[src/rtl/bip_pkg.sv]
// bip_pkg: opcodes, mux selects, ALU ops, FSM states and control bundle shared by the BIP control unit
package bip_pkg;
    localparam logic [4:0] OP_HLT  = 5'b00000;
    localparam logic [4:0] OP_STO  = 5'b00001;
    localparam logic [4:0] OP_LD   = 5'b00010;
    localparam logic [4:0] OP_LDI  = 5'b00011;
    localparam logic [4:0] OP_ADD  = 5'b00100;
    localparam logic [4:0] OP_ADDI = 5'b00101;
    localparam logic [4:0] OP_SUB  = 5'b00110;
    localparam logic [4:0] OP_SUBI = 5'b00111;
    localparam logic [1:0] SELA_MEM = 2'd0;
    localparam logic [1:0] SELA_IMM = 2'd1;
    localparam logic [1:0] SELA_ALU = 2'd2;
    localparam logic SELB_MEM = 1'b0;
    localparam logic SELB_IMM = 1'b1;
    localparam logic ALU_ADD = 1'b0;
    localparam logic ALU_SUB = 1'b1;
    typedef enum logic [1:0] {S_IDLE, S_FETCH, S_EXEC, S_HALT} state_t;
    typedef struct packed {
        logic [1:0] sel_a;
        logic       sel_b;
        logic       op;
        logic       wr_acc;
        logic       wr_ram;
        logic       rd_ram;
    } ctrl_t;
endpackage

[src/rtl/bip_decoder.sv]
// bip_decoder: combinational opcode-to-control table
// ports: opcode in, ctrl out (selects/strobes), hlt out (HLT opcode), illegal out (unknown opcode)
module bip_decoder
    import bip_pkg::*;
(
    input  logic [4:0] opcode,
    output ctrl_t      ctrl,
    output logic       hlt,
    output logic       illegal
);
    logic alu;
    assign alu          = opcode inside {OP_ADD, OP_ADDI, OP_SUB, OP_SUBI};
    assign ctrl.sel_a   = alu ? SELA_ALU : (opcode == OP_LDI) ? SELA_IMM : SELA_MEM;
    assign ctrl.sel_b   = (opcode inside {OP_ADDI, OP_SUBI}) ? SELB_IMM : SELB_MEM;
    assign ctrl.op      = (opcode inside {OP_SUB, OP_SUBI}) ? ALU_SUB : ALU_ADD;
    assign ctrl.wr_acc  = alu || (opcode inside {OP_LD, OP_LDI});
    assign ctrl.wr_ram  = opcode == OP_STO;
    assign ctrl.rd_ram  = opcode inside {OP_LD, OP_ADD, OP_SUB};
    assign hlt          = opcode == OP_HLT;
    assign illegal      = opcode > OP_SUBI;
endmodule

[src/rtl/bip_control.sv]
// bip_control: BIP fetch/exec sequencer with PC, instruction counter, illegal flag and gated decode strobes
// ports: i_clk, i_rst_n (async low), i_start pulse, i_INSTR (sync ROM data);
//        o_PC, o_ADDR, o_SIGNAL (sign-extended operand), o_selA/o_selB/o_op, o_wrAcc/o_wrRam/o_rdRam,
//        o_halted, o_illegal (sticky), o_count (saturating)
module bip_control
    import bip_pkg::*;
#(
    parameter int PC_WIDTH     = 11,
    parameter int DATA_WIDTH   = 16,
    parameter int OPCODE_WIDTH = 5
) (
    input  logic                  i_clk,
    input  logic                  i_rst_n,
    input  logic                  i_start,
    input  logic [DATA_WIDTH-1:0] i_INSTR,
    output logic [PC_WIDTH-1:0]   o_PC,
    output logic [PC_WIDTH-1:0]   o_ADDR,
    output logic [DATA_WIDTH-1:0] o_SIGNAL,
    output logic [1:0]            o_selA,
    output logic                  o_selB,
    output logic                  o_op,
    output logic                  o_wrAcc,
    output logic                  o_wrRam,
    output logic                  o_rdRam,
    output logic                  o_halted,
    output logic                  o_illegal,
    output logic [15:0]           o_count
);
    state_t state;
    ctrl_t  dec, ctrl;
    logic   dec_hlt, dec_illegal;

    bip_decoder u_dec (
        .opcode  (i_INSTR[DATA_WIDTH-1 -: OPCODE_WIDTH]),
        .ctrl    (dec),
        .hlt     (dec_hlt),
        .illegal (dec_illegal)
    );

    // gating on state keeps strobes low outside EXEC, and async reset drops them instantly
    assign ctrl     = (state == S_EXEC) ? dec : '0;
    assign o_selA   = ctrl.sel_a;
    assign o_selB   = ctrl.sel_b;
    assign o_op     = ctrl.op;
    assign o_wrAcc  = ctrl.wr_acc;
    assign o_wrRam  = ctrl.wr_ram;
    assign o_rdRam  = ctrl.rd_ram;
    assign o_ADDR   = i_INSTR[PC_WIDTH-1:0];
    assign o_SIGNAL = {{(DATA_WIDTH-PC_WIDTH){i_INSTR[PC_WIDTH-1]}}, i_INSTR[PC_WIDTH-1:0]};
    assign o_halted = state == S_HALT;

    always_ff @(posedge i_clk or negedge i_rst_n)
        if (!i_rst_n) begin
            state     <= S_IDLE;
            o_PC      <= '0;
            o_count   <= '0;
            o_illegal <= 1'b0;
        end else
            case (state)
                S_IDLE, S_HALT:
                    if (i_start) begin
                        state     <= S_FETCH;
                        o_PC      <= '0;
                        o_count   <= '0;
                        o_illegal <= 1'b0;
                    end
                S_FETCH: state <= S_EXEC;
                S_EXEC:
                    if (dec_hlt)
                        state <= S_HALT;
                    else begin
                        state     <= S_FETCH;
                        o_PC      <= o_PC + PC_WIDTH'(1);
                        o_count   <= (o_count == 16'hFFFF) ? o_count : o_count + 16'd1;
                        o_illegal <= o_illegal | dec_illegal;
                    end
                default: state <= S_IDLE;
            endcase
endmodule

[config.mk]
export PLATFORM = sky130hd
export DESIGN_NAME = bip_control
export DESIGN_NICKNAME = d
export VERILOG_FILES = /design/src/rtl/bip_pkg.sv /design/src/rtl/bip_decoder.sv /design/src/rtl/bip_control.sv
export SDC_FILE = /design/constraint.sdc
export NUM_CORES = 1
export LEC_CHECK = 0
export CAP_MARGIN = 0
export CORE_MARGIN = 2
export CORE_UTILIZATION = 45
export CTS_BUF_LIST = sky130_fd_sc_hd__clkbuf_8
export DETAILED_ROUTE_END_ITERATION = 10
export GPL_TIMING_DRIVEN = 0
export PLACE_DENSITY_LB_ADDON = 0.3
export REMOVE_ABC_BUFFERS = 1
export SLEW_MARGIN = 40
export SYNTH_ARGS = -nofsm -noshare
export SYNTH_HDL_FRONTEND = slang
export SYNTH_HIERARCHICAL = 1
export SYNTH_SLANG_ARGS = --single-unit
[constraint.sdc]
create_clock -name i_clk -period 2.22 [get_ports i_clk]
set_input_delay 0.444 -clock i_clk [delete_from_list [all_inputs] [get_ports i_clk]]
set_output_delay 0.444 -clock i_clk [all_outputs]
set_load 0.05 [all_outputs]
==> results.cfg <==
[setup_path]
crit_path_max_fanout = 5
cp-startpoint = i_INSTR[11]
required_ns = 1.78
cp-start-kind = primary input
arrival_ns = 1.72
end_kind = primary output
path_class = in2out
reg2reg_from = o_count[0]

[sta]
period_share_pct = 97.5
fmax_ghz = 0.462
grt_setup_unrepaired = yes
post-route-min-period_ns = 2.17
slew_headroom_pct = 50.8
hold_viol = 0
slew_viol_final = 0
fin_worst_skew_ns = 0.00922
finalSetupViolations = 0
worst_slack_ns = 0.0546
max_slew.worst_pin.slew_ns = 0.735
hold_ws_ns = 0.189

[run]
cap_violations = 0

[synth]
synthCells = 233
synth_edf_count = 0
syn_avg_cell_area_sq_um = 8.73
async_reset_ff_share_pct = 100
synth_top_cell_area_share_pct = 36.9
yosys-top-cells-area = dfrtp_1, buf_4, nand2_1
synth_area_sq_mm = 0.00203
synth-main-ff-cell = dfrtp_1
seq_area_frac_synth_pct = 36.9
yosys_warnings = 6
ys_seq_elements = 30
synth_cell_types = 53
yosysTopAreaCell = dfrtp_1

[grt]
grt_pass1_vias = 1594
grt_usage_pct = 19.2
grt_pass1_wl_microns = 7660
grt_max_degree = 31
grt_antenna_before_repair = 0
overflow = 0

[die]
num_rows = 24
die-area_sq_mm = 0.00507
die_h_microns = 71.2
core_sq_mm = 0.00435
dieWidth_microns = 71.2
start_util_pct = 46.7
ios = 82

[cells_and_area]
final_cell_area_sq_mm = 0.00241
nets = 275
regArea_sq_um = 751
drive_gt1_share_pct = 13.5
nFillCells = 409
area_delta_synth_final_pct = 18.6
diodes = 0
multiInputGateArea_sq_mm = 0.00104
final_cell_mix = clkdlybuf4s50_1, nand2_1, dfrtp_1
layout.cells.most_common = clkdlybuf4s50_1

[power_and_ir_drop]
power_switching_w = 0.000915
p_int_w = 0.00124
power_frac_clock_pct = 25.3
p_per_area_mw_per_mm2 = 892
power_frac_comb_pct = 44.2
seqPwrFrac_pct = 30.5
leakage_nw = 1.01
swShare_pct = 42.5
ir_drop_uv = 527

[placement]
gp_congestion = 0.812
dpl-instance-area_sq_mm = 0.00228
port_buffers = 43
hpwl_microns = 3200
place_ws_ns = -0.443

[clock_network]
cts-root-buf = clkbuf_8
cts_tree = built
ctsLongestPathBuffers = 2
hold_buffers = 0
clock_latency_ns = 0.29
cts.htree.levels = 2
cts.sinks = 30
path_clk_slew_ns = 0.07
cts_buffers = 5

[hold_path]
min_path_type = in2async

[run_status]
status = finished, final reports clean

[routing]
drc = 0
vias = 1698
antenna_left = 0
drt_iter0_drc = 90
viasPerCell = 5.60
dr.pass1.iters = 4
wire_per_inst_microns = 15.5
drt-total-wl_microns = 4700
[layer usage]
| metal | up-vias | share of wire [%] | track usage, % |
|---|---|---|---|
| met5 | - | 0 | 1.01 |
| met4 | 0 | 1.6 | 6.92 |
| met3 | 6 | 7.3 | 7.88 |
| met2 | 57 | 46 | 27.9 |
| met1 | 813 | 45 | 25.8 |
| li1 | 822 | - | - |
[sequential cells by signal, indices dropped and copies added (netlist names)]
register and count:
state 2, o_illegal 1, o_PC 11, o_count 16
[Yosys cell counts, types with 2 or more instances]
| master | instances |
|---|---|
| and3_2 | 2 |
| o22ai_1 | 3 |
| mux2i_1 | 2 |
| dfrtp_1 | 30 |
| o21ai_0 | 6 |
| clkbuf_1 | 4 |
| o22a_1 | 2 |
| buf_4 | 30 |
| and4_1 | 2 |
| nor2_1 | 17 |
| nor4_1 | 3 |
| nand3_1 | 14 |
| a211o_1 | 2 |
| xnor2_1 | 5 |
| nor3_1 | 7 |
| xor2_1 | 3 |
| a31oi_1 | 3 |
| o31ai_1 | 2 |
| ha_1 | 6 |
| a22o_1 | 4 |
| inv_1 | 6 |
| a21oi_1 | 4 |
| nand4_1 | 6 |
| nand2_1 | 31 |
| and3_1 | 2 |
| and2_1 | 8 |
| o21ai_1 | 2 |
| buf_2 | 2 |
[stage by stage]
step	utilization, %	total power, W	setup TNS [ns]	std cells
final	55.4	0.00215	0	303
after global routing	55.4	0.00228	-0.0175	303
after CTS	55.1	0.00210	0	303
after detailed placement	52.3	0.00150	-8.04	293
after global placement	52.3	0.00147	-8.59	292
after floorplan	-	0.00122	-0.160	197
[final timing paths]
kind                          endpoint  slack, ns  cells after the start
setup / recovery                o_selB       0.05                      4
hold / removal              o_count[0]       0.19                      1
setup reg to reg           o_count[13]       0.09                      6
hold reg to reg              o_illegal       0.51                      2
max in group asynchronous      o_PC[8]       1.58                      1
min in group i_clk           o_illegal       0.51                      2
[cell type report]
| type | instances | area share, % |
|---|---|---|
| timing repair buffer | 46 | 17.5 |
| multi-input combinational | 160 | 43.2 |
| tap | 52 | 2.70 |
| sequential | 30 | 31.1 |
| inverter | 7 | 1.09 |
| clock buffer | 5 | 2.85 |
| clock inverter | 3 | 1.56 |
[critical path: stages]
cell and delay, ns:
clkdlybuf4s50_1 0.59, and3_2 0.21, and2_1 0.12, clkdlybuf4s18_2 0.36
[what timing repair did]
action | CTS | global route
setup buffers | 2 | 0
resized for setup | 26 | 13
setup endpoints to repair | 21 | 25
pin swaps | 1 | 0
[cells by family after synthesis]
logic type      Yosys count  share of synthesized area [%]
simple gates            108                           28.8
xor+xnor                  8                           3.45
mux                       2                          0.985
buf+inv                  43                           13.6
compound gates           36                           12.6
flops                    30                           36.9
fa+ha+maj                 6                           3.69
[power groups by stage]
| stage | combinational, W | sequential, W | clock (W) |
|---|---|---|---|
| after floorplan | 0.000456 | 0.000762 | 0 |
| after global routing | 0.00104 | 0.000667 | 0.000573 |
| after CTS | 0.000897 | 0.000653 | 0.000554 |
| final | 0.000951 | 0.000657 | 0.000544 |
| after global placement | 0.000812 | 0.000660 | 0 |
| after detailed placement | 0.000837 | 0.000662 | 0 |
No activity file was read; power rests on OpenSTA's default activity.
==> RTL change 1, RTL diff (same flow settings) <==
Make the reset (`i_rst_n`) synchronous in one clocked block. Comments in the files are not updated.
--- a/src/rtl/bip_control.sv
+++ b/src/rtl/bip_control.sv
@@ -49,7 +49,7 @@
     assign o_SIGNAL = {{(DATA_WIDTH-PC_WIDTH){i_INSTR[PC_WIDTH-1]}}, i_INSTR[PC_WIDTH-1:0]};
     assign o_halted = state == S_HALT;
 
-    always_ff @(posedge i_clk or negedge i_rst_n)
+    always_ff @(posedge i_clk)
         if (!i_rst_n) begin
             state     <= S_IDLE;
             o_PC      <= '0;
Behaviour: differs if i_rst_n is asserted again (counterexample within 4 cycles, from zero or initial values and one cycle with i_rst_n low); with i_rst_n held inactive, the same outputs for 10 cycles.
==> RTL change 1 against the original RTL <==
Critical path depth rose by 1; design area fell by 0.73%; count of clock-buffer cells in the layout rose by 1; total power fell by 28%; sequential share of layout area fell by 6.0 points; clock power fell by 16%; utilization rose by 0.37 points; routed wire length rose by 6.5%; sequential power fell by 9.0%; worst setup slack barely moved; first-iteration DRC count fell by 7.8%; sequential cell count did not move; area after synthesis fell by 2.8%; highest routed layer unchanged.
==> RTL change 1: results (changes against the original RTL) <==
Worst Skew -> 7.73 ps (-1.49 ps)
synth cell count leaders -> dfxtp_1, buf_4, a21oi_1
clock network power -> 457 uW (-16%)
Worst-Margin Slew -> 643 ps (-91.5 ps)
Switching Share -> 0.359 (-0.0661)
outcome -> finished, final reports clean
Synth cell types -> 52 (-1.9%)
pin count of the biggest net entering global routing -> 26 (-16%)
Max IR drop VDD -> 282 uV (-46%)
top cells by area, synth -> dfxtp_1, buf_4, a21oi_1, ha_1, o21ai_0
post-synthesis async set-or-reset flop share -> 0 (-1.00)
via count -> 1,853 (+9.1%)
Primary FF master, synth -> dfxtp_1
fraction of layout cells with a size suffix above 1 -> 0.174 (+0.0388)
GRT Total Usage -> 0.208 (+0.0155)
Post-DP HPWL -> 3340 um (+4.3%)
P_comb -> 497 uW (-48%)
placed instance count -> 300 (+2.4%)
routability cong. -> 0.807 (-0.63%)
Max Fanout on Critical Path -> 6 (+1)
wire per inst -> 15.8 um (+2.1%)
Hold/Removal Path Class -> reg -> reg
# fillers -> 434 (+6.1%)
post-place setup slack -> -573 ps (-130 ps)
Leakage Power -> 0.827 nW (-18%)
Post-Layout Cell Count -> 316 (+4.3%)
Placement Cell Area -> 2230 sq um (-2.0%)
-- RTL change 1: metal layers --
| layer | part of all wire | GRT usage |
|---|---|---|
| met5 | 0 | 0.0444 |
| met4 | 0.011 | 0.0662 |
| met3 | 0.10 | 0.110 |
| met2 | 0.45 | 0.306 |
| met1 | 0.43 | 0.257 |
-- RTL change 1: worst paths after layout --
kind | start | to | slack [ps]
worst max-delay path | i_INSTR[15] | o_selB | 50
worst min-delay path | o_PC[10] | o_PC[10] | 480
worst max register to register | state[0] | o_count[8] | 180
worst min register to register | o_PC[10] | o_PC[10] | 480
-- RTL change 1: what timing repair did --
| item | CTS | global route |
|---|---|---|
| gates resized for setup | 26 | 6 |
| setup buffers | 3 | 5 |
| setup endpoints to repair | 34 | 16 |
| endpoints found under the hold margin | 0 | 0 |
| pin swaps | 1 | 0 |
-- RTL change 1: cells by family (layout without fill, tap and decap cells) --
family / Yosys count / in the layout / share of synthesized area
XOR/XNOR: 2 / 2 / 0.00886
multiplexers: 2 / 2 / 0.0114
AO/OA/AOI/OAI: 55 / 55 / 0.176
adder cells (fa/ha/maj): 6 / 6 / 0.0380
AND/OR/NAND/NOR: 101 / 101 / 0.319
flip-flops: 30 / 30 / 0.304
buffers and inverters: 46 / 68 / 0.143
-- RTL change 1: worst max-delay path, stage by stage --
cell and delay, ps:
clkdlybuf4s50_1 440, nor2_4 170, and3_2 180, and2_1 120
clkdlybuf4s15_2 360
-- RTL change 1: final cells by class --
cell class,instances,area [sq um],area share
clock buffers,6,82.6,0.0345
repair buffers,51,483,0.202
clock inverters,2,8.76,0.00366
flip-flops and latches,30,601,0.251
well taps,52,65.1,0.0272
multi-input cells,166,1120,0.468
inverters,9,33.8,0.0141
==> RTL change 2, RTL diff (same settings) <==
Made on the original files. `PC_WIDTH`: 11 -> 13.
--- a/src/rtl/bip_control.sv
+++ b/src/rtl/bip_control.sv
@@ -5,7 +5,7 @@
 module bip_control
     import bip_pkg::*;
 #(
-    parameter int PC_WIDTH     = 11,
+    parameter int PC_WIDTH     = 13,
     parameter int DATA_WIDTH   = 16,
     parameter int OPCODE_WIDTH = 5
 ) (
Interface: changed (resized o_ADDR and o_PC); port bits go from 82 to 86. The function was not compared with the original's and may differ.
==> RTL change 2 against the original RTL <==
Design area up 9.3%; area after synthesis up 3.5%; sequential power grew 5.6%; cell count grew 5.9%; fmax decreased by 0.59%; routed wire length grew 6.7%; sequential cell count grew 2; worst setup slack worse by 13 ps; total power grew 11%; non-clock buffer count is 14 higher; via count grew 5.5%; sequential share of layout area decreased by 0.75 points; die area grew 3.3%; largest cell class unchanged; largest power group unchanged; highest routed layer is now met5.
==> RTL change 2: results (changes against the original RTL) <==
Max IR drop VDD -> 470 uV (-11%)
Final non-clock buffer share -> 0.215 (+0.0397)
initial DRC count -> 78 (-13%)
fraction of layout cells with a size suffix above 1 -> 0.152 (+0.0170)
wire per inst -> 15.6 um (+0.72%)
outcome -> finished, final reports clean
FF+latch area -> 801 sq um (+6.7%)
post-cts gate resize count -> 32 (+23%)
# fillers -> 399 (-2.4%)
Synth cell types -> 51 (-3.8%)
synth cell count leaders -> dfrtp_1, buf_4, nand2_1
clkbuf count -> 7 (+2)
vias in the first global route -> 1,725 (+8.2%)
Clock power frac -> 0.263 (+0.010)
post-place setup slack -> -661 ps (-218 ps)
first-pass GRT wire length -> 8360 um (+9.1%)
via/cell ratio -> 5.58 (-0.38%)
clk cell area share -> 0.0479 (+0.00385)
post-synthesis sequential area ratio -> 0.380 (+0.0113)
placed instance count -> 306 (+4.4%)
comb_multi_in -> 161 (+0.63%)
slowest stage delay, CP -> 880 ps (+290 ps)
GRT Total Usage -> 0.208 (+0.0159)
PD cells -> 902 nW/um^2 (+1.2%)
Max Fanout on Critical Path -> 9 (+4)
-- RTL change 2: cell types whose count changed in the layout (fill, tap and decap cells not counted), moves of 3 or more --
cell | unedited run | this run
xnor2_1 | 5 | 2
dlygate4sd2_1 | 0 | 4
o21ai_1 | 2 | 7
o21ai_0 | 6 | 3
clkdlybuf4s50_1 | 34 | 38
nand3_1 | 14 | 7
xor2_1 | 3 | 9
buf_4 | 2 | 7
nor2_1 | 17 | 23
-- RTL change 2: layer usage --
| metal | track usage | up-vias | wire length (um) |
|---|---|---|---|
| met5 | 0.0606 | - | 34 |
| met3 | 0.110 | 7 | 432 |
| li1 | - | 855 | - |
| met1 | 0.262 | 874 | 2200 |
| met4 | 0.0514 | 2 | 48 |
| met2 | 0.310 | 54 | 2300 |
-- RTL change 2: logic make-up after synthesis --
group,after synthesis,share of synthesized area
xor+xnor,11,0.0458
flops,32,0.381
fa+ha+maj,6,0.0357
simple gates,103,0.260
compound gates,40,0.137
mux,1,0.00476
buf+inv,43,0.136
-- RTL change 2: through the flow --
step                 util  instance area (sq um)
global placement    0.548                   2430
CTS                 0.587                   2610
floorplan               -                   1850
finish              0.593                   2640
global route        0.593                   2640
detailed placement  0.553                   2460
-- RTL change 2: worst reg2reg max path: cells and delay by family, from the launching register on --
kind            cells  cell delay (ps)
simple gates        1              450
flops               1              430
fa+ha+maj           1              210
compound gates      2              550
buf+inv             3              350
-- RTL change 2: worst paths after layout --
path / from / to / slack [ps] / cells past startpoint
max in group asynchronous: i_rst_n / o_count[5] / 1730 / 2
setup reg to reg: state[0] / o_count[12] / 130 / 7
hold reg to reg: o_illegal / o_illegal / 500 / 2
setup / recovery: i_INSTR[12] / o_ADDR[12] / 40 / 2
min in group i_clk: o_illegal / o_illegal / 500 / 2
hold / removal: i_rst_n / state[0] / 70 / 1
